File: src/rtl/board_write_ctl.sv
// Write-port controller for one board_mem: arbitrates placement and shot
// writes (round-robin) and runs a full-grid clear sweep on command.
module board_write_ctl #(
   parameter int X_SIZE       = 12,
   parameter int Y_SIZE       = 12,
   parameter int X_ADDR_WIDTH = 4,
   parameter int Y_ADDR_WIDTH = 4,
   parameter int DATA_WIDTH   = 2
) (
   input  logic                                 clk,
   input  logic                                 rst,
   input  logic                                 clear_req,
   input  logic                                 place_req,
   input  logic [X_ADDR_WIDTH-1:0]              place_x,
   input  logic [Y_ADDR_WIDTH-1:0]              place_y,
   input  logic [DATA_WIDTH-1:0]                place_data,
   output logic                                 place_ack,
   input  logic                                 shot_req,
   input  logic [X_ADDR_WIDTH-1:0]              shot_x,
   input  logic [Y_ADDR_WIDTH-1:0]              shot_y,
   input  logic [DATA_WIDTH-1:0]                shot_data,
   output logic                                 shot_ack,
   output logic [X_ADDR_WIDTH+Y_ADDR_WIDTH-1:0] write_addr,
   output logic [DATA_WIDTH-1:0]                write_data,
   output logic                                 write_enable,
   output logic                                 busy,
   output logic                                 err_oob
);

   localparam logic [X_ADDR_WIDTH-1:0] X_LAST = X_ADDR_WIDTH'(X_SIZE - 1);
   localparam logic [Y_ADDR_WIDTH-1:0] Y_LAST = Y_ADDR_WIDTH'(Y_SIZE - 1);

   typedef enum logic [1:0] {IDLE, WRITE, CLEAR} state_t;

   state_t                  state;
   logic [X_ADDR_WIDTH-1:0] cx, nx, sel_x;
   logic [Y_ADDR_WIDTH-1:0] cy, ny, sel_y;
   logic [DATA_WIDTH-1:0]   sel_data;
   logic                    last_shot;
   logic                    gnt_shot;
   logic                    in_range;
   logic                    sweep_done;

   // Tie goes to whichever requester was not granted last.
   always_comb begin
      gnt_shot = shot_req && (!place_req || !last_shot);
      sel_x    = gnt_shot ? shot_x : place_x;
      sel_y    = gnt_shot ? shot_y : place_y;
      sel_data = gnt_shot ? shot_data : place_data;
      in_range = (sel_x <= X_LAST) && (sel_y <= Y_LAST);
   end

   always_comb begin
      nx = cx + 1'b1;
      ny = cy;
      if (cx == X_LAST) begin
         nx = '0;
         ny = cy + 1'b1;
      end
      sweep_done = (cx == X_LAST) && (cy == Y_LAST);
   end

   always_ff @(posedge clk) begin
      if (!rst) begin
         state        <= IDLE;
         cx           <= '0;
         cy           <= '0;
         last_shot    <= 1'b1;
         write_enable <= 1'b0;
         write_addr   <= '0;
         write_data   <= '0;
         place_ack    <= 1'b0;
         shot_ack     <= 1'b0;
         busy         <= 1'b0;
         err_oob      <= 1'b0;
      end else begin
         place_ack    <= 1'b0;
         shot_ack     <= 1'b0;
         err_oob      <= 1'b0;
         write_enable <= 1'b0;
         unique case (state)
            IDLE: begin
               if (clear_req) begin
                  state        <= CLEAR;
                  cx           <= '0;
                  cy           <= '0;
                  busy         <= 1'b1;
                  write_enable <= 1'b1;
                  write_addr   <= '0;
                  write_data   <= '0;
               end else if (place_req || shot_req) begin
                  state        <= WRITE;
                  last_shot    <= gnt_shot;
                  write_enable <= in_range;
                  write_addr   <= {sel_y, sel_x};
                  write_data   <= sel_data;
                  place_ack    <= !gnt_shot;
                  shot_ack     <= gnt_shot;
                  err_oob      <= !in_range;
               end
            end
            WRITE: begin
               state <= IDLE;
            end
            CLEAR: begin
               if (sweep_done) begin
                  state <= IDLE;
                  busy  <= 1'b0;
               end else begin
                  cx           <= nx;
                  cy           <= ny;
                  write_enable <= 1'b1;
                  write_addr   <= {ny, nx};
                  write_data   <= '0;
               end
            end
            default: state <= IDLE;
         endcase
      end
   end

endmodule

File: config.mk
export PLATFORM = sky130hd
export DESIGN_NAME = board_write_ctl
export DESIGN_NICKNAME = d
export VERILOG_FILES = /design/src/rtl/board_write_ctl.sv
export SDC_FILE = /design/constraint.sdc
export NUM_CORES = 1
export LEC_CHECK = 0
export ABC_AREA = 1
export CAP_MARGIN = 20
export CORE_UTILIZATION = 25
export DETAILED_ROUTE_END_ITERATION = 12
export MAX_ROUTING_LAYER = met4
export PLACE_DENSITY = 0.57
export RECOVER_POWER = 25
export SYNTH_ARGS = -nofsm -noshare
export SYNTH_HDL_FRONTEND = slang
export SYNTH_SLANG_ARGS = --single-unit
export TNS_END_PERCENT = 1
File: constraint.sdc
create_clock -name clk -period 1.53 [get_ports clk]
set_clock_uncertainty 0.15 [all_clocks]
set_input_delay 0.2295 -clock clk [delete_from_list [all_inputs] [get_ports clk]]
set_output_delay 0.2295 -clock clk [all_outputs]
set_load 0.02 [all_outputs]
==> qor.csv <==
metric;value;unit
clk_pin_slew;0.10;ns
tightest_slew;0.306;ns
drc;0;
hold_class;reg -> reg;
cts_buffer_depth;2;
syn_area_per_cell;6.88;µm²
viasPerCell;4.35;
path_common_cell;nand2_4;
portBuffers;39;
grt_overflow;0;
wl;3790;µm
critPathArrivalTime;1.52;ns
syn_nets;232;
die_h;77.1;µm
clockRootBuffer;clkbuf_8;
cp_max_fo;9;
synth.cell_area;1410;µm²
hold_buffers;0;
final_max_slew_viol_count;0;
htree_levels;1;
dp_hpwl;3000;µm
slowest_stage;dfxtp_2;
r2r_cells;8;
initial_core_util;0.268;
core_area;5270;µm²
layout_common_cells;52 x nand2_1, 29 x nor2_1, 26 x buf_4, 24 x clkdlybuf4s50_1, 21 x dfxtp_1;
maxCapViolCount;0;
first_iter_violations;88;
setup_viol;0;
rows;26;
drtPass1Iterations;4;
cts_tree;yes;
dieArea;5950;µm²
period_needed;1.49;ns
rsz0062_at_grt;true;
max_clock_freq;0.671;GHz
ir_drop;334;µV
cts-buffers-inserted;3;
p_leak;1.01;nW
ys_top_cells_by_area;dfxtp_1 37%, nand2_1 14%, nor2_1 7.7%;
start_kind;flop;
via_count;1484;
diodes;0;
ys_ff_latch;26;
grt_antenna_before_repair;0;
ys.warnings.count;0;
yosysSeqAreaShare;0.369;
grt_max_degree;16;
layout-drive-gt1-share;0.240;
end_kind;flop;
pre_cts_slack;-0.193;ns
finalHoldViolations;0;
crit_path_cell_trace;ha_4 -> nand2_4 -> nor2_8 -> nand3_4 -> nand2_4 -> inv_2 -> o21ai_1 -> nor2_1;
mostFrequentLayoutCell;nand2_1;
insertion_delay;0.27;ns
finalSetupTns;0;ns
fin_nets;299;
yosysTopAreaCellShare;0.369;
grt_pass1_vias;1451;
power.density;812;nW/µm²
worstSetupPathType;reg -> reg;
setup_ws;0.0403;ns
synth.distinct_cells;23;
min_path_cells;2;
yosysTopAreaCell;dfxtp_1;
place.gp.congestion;0.813;
slew_headroom;0.796;
grt_pass1_wl;6550;µm
io-pin-count;40;
syn_inst;205;
status;completed;
max_stage_delay;0.36;ns
min_period_over_period;0.974;
grt_usage;0.140;
syn2layout_area_growth;54.8;%
wl_per_cell;11.1;µm
dieWidth;77.1;µm
required;1.56;ns
numClockSinks;26;
ant_nets;0;
[through the flow]
step / area [µm²] / power (mW) / std cells / util / hold slack [ns]
after global placement: 2070 / 1.22 / 336 / 0.392 / 0.311
after detailed placement: 2070 / 1.22 / 336 / 0.392 / 0.309
after floorplan: 1410 / 0.998 / 205 / - / 0.244
final: 2180 / 1.77 / 341 / 0.415 / 0.316
after global routing: 2180 / 1.86 / 341 / 0.415 / 0.346
after CTS: 2140 / 1.78 / 340 / 0.405 / 0.321
[path summary, 6_finish.rpt]
check / from / to / slack [ns]
max: cx[1]$_SDFFE_PN0P_ / write_addr[0]$_SDFFE_PN0P_ / 0.04
min: busy$_SDFFE_PN0P_ / busy$_SDFFE_PN0P_ / 0.32
max reg2reg: cx[1]$_SDFFE_PN0P_ / write_addr[0]$_SDFFE_PN0P_ / 0.04
min reg2reg: busy$_SDFFE_PN0P_ / busy$_SDFFE_PN0P_ / 0.32
[sequential cells by signal (all words and copies together), names as in the netlist]
register and flops:
busy 1, state 2, shot_ack 1, last_shot 1, place_ack 1, write_addr 8
write_enable 1, err_oob 1, cy 4, cx 4, write_data 2
[critical path: cells and delay by family, from the launching register on]
kind	cells	cell delay [ns]
simple gates	5	0.50
flops	1	0.36
fa+ha+maj	1	0.16
compound gates	1	0.13
buf+inv	1	0.09
[what timing repair did]
item	4_1_cts	5_1_grt
setup endpoints to repair	30	19
gates resized for setup	20	18
pin swaps	0	5
setup buffers	0	1
[report_power, final]
part	switching, mW	internal [mW]
sequential	0.0274	0.722
clock	0.227	0.350
combinational	0.239	0.208
[cell families after synthesis]
group,count (synthesis),share of synthesized area
and+or+nand+nor,118,0.392
AOI/OAI and AO/OA,33,0.133
DFF,26,0.369
buffers and inverters,24,0.0762
xor gates and xnor gates,2,0.0124
adders and majority gates,2,0.0177
[final cells by class]
cell class                      count  area, µm²
Clock buffer                        3       41.3
Clock inverter                      1       30.0
Fill cell                         562       3090
Inverter                           19       71.3
Multi-Input combinational cell    155        830
Sequential cell                    26        527
Tap cell                           70       87.6
Timing Repair Buffer               67        598
[per-layer routing]
layer / track usage / part of all wire / vias to the layer above
li1: - / - / 791
met1: 0.173 / 0.48 / 657
met2: 0.236 / 0.47 / 30
met3: 0.0179 / 0.031 / 6
met4: 0.0415 / 0.014 / 0
met5: - / 0 / -
[Yosys cell counts]
cell type,number
nand2_2,6
nand3_1,16
xnor2_1,1
a21oi_1,12
buf_2,2
nor3_1,1
nor2_2,4
nor2_8,2
nor2_1,29
buf_6,2
inv_1,17
nand4_1,4
nand3_4,1
dfxtp_1,26
o21ai_1,2
a21oi_2,6
xor2_1,1
inv_2,2
o21ai_0,13
clkbuf_1,1
nand2_4,1
nand2_1,54
ha_1,2
No activity file was read; power rests on OpenSTA's default activity.
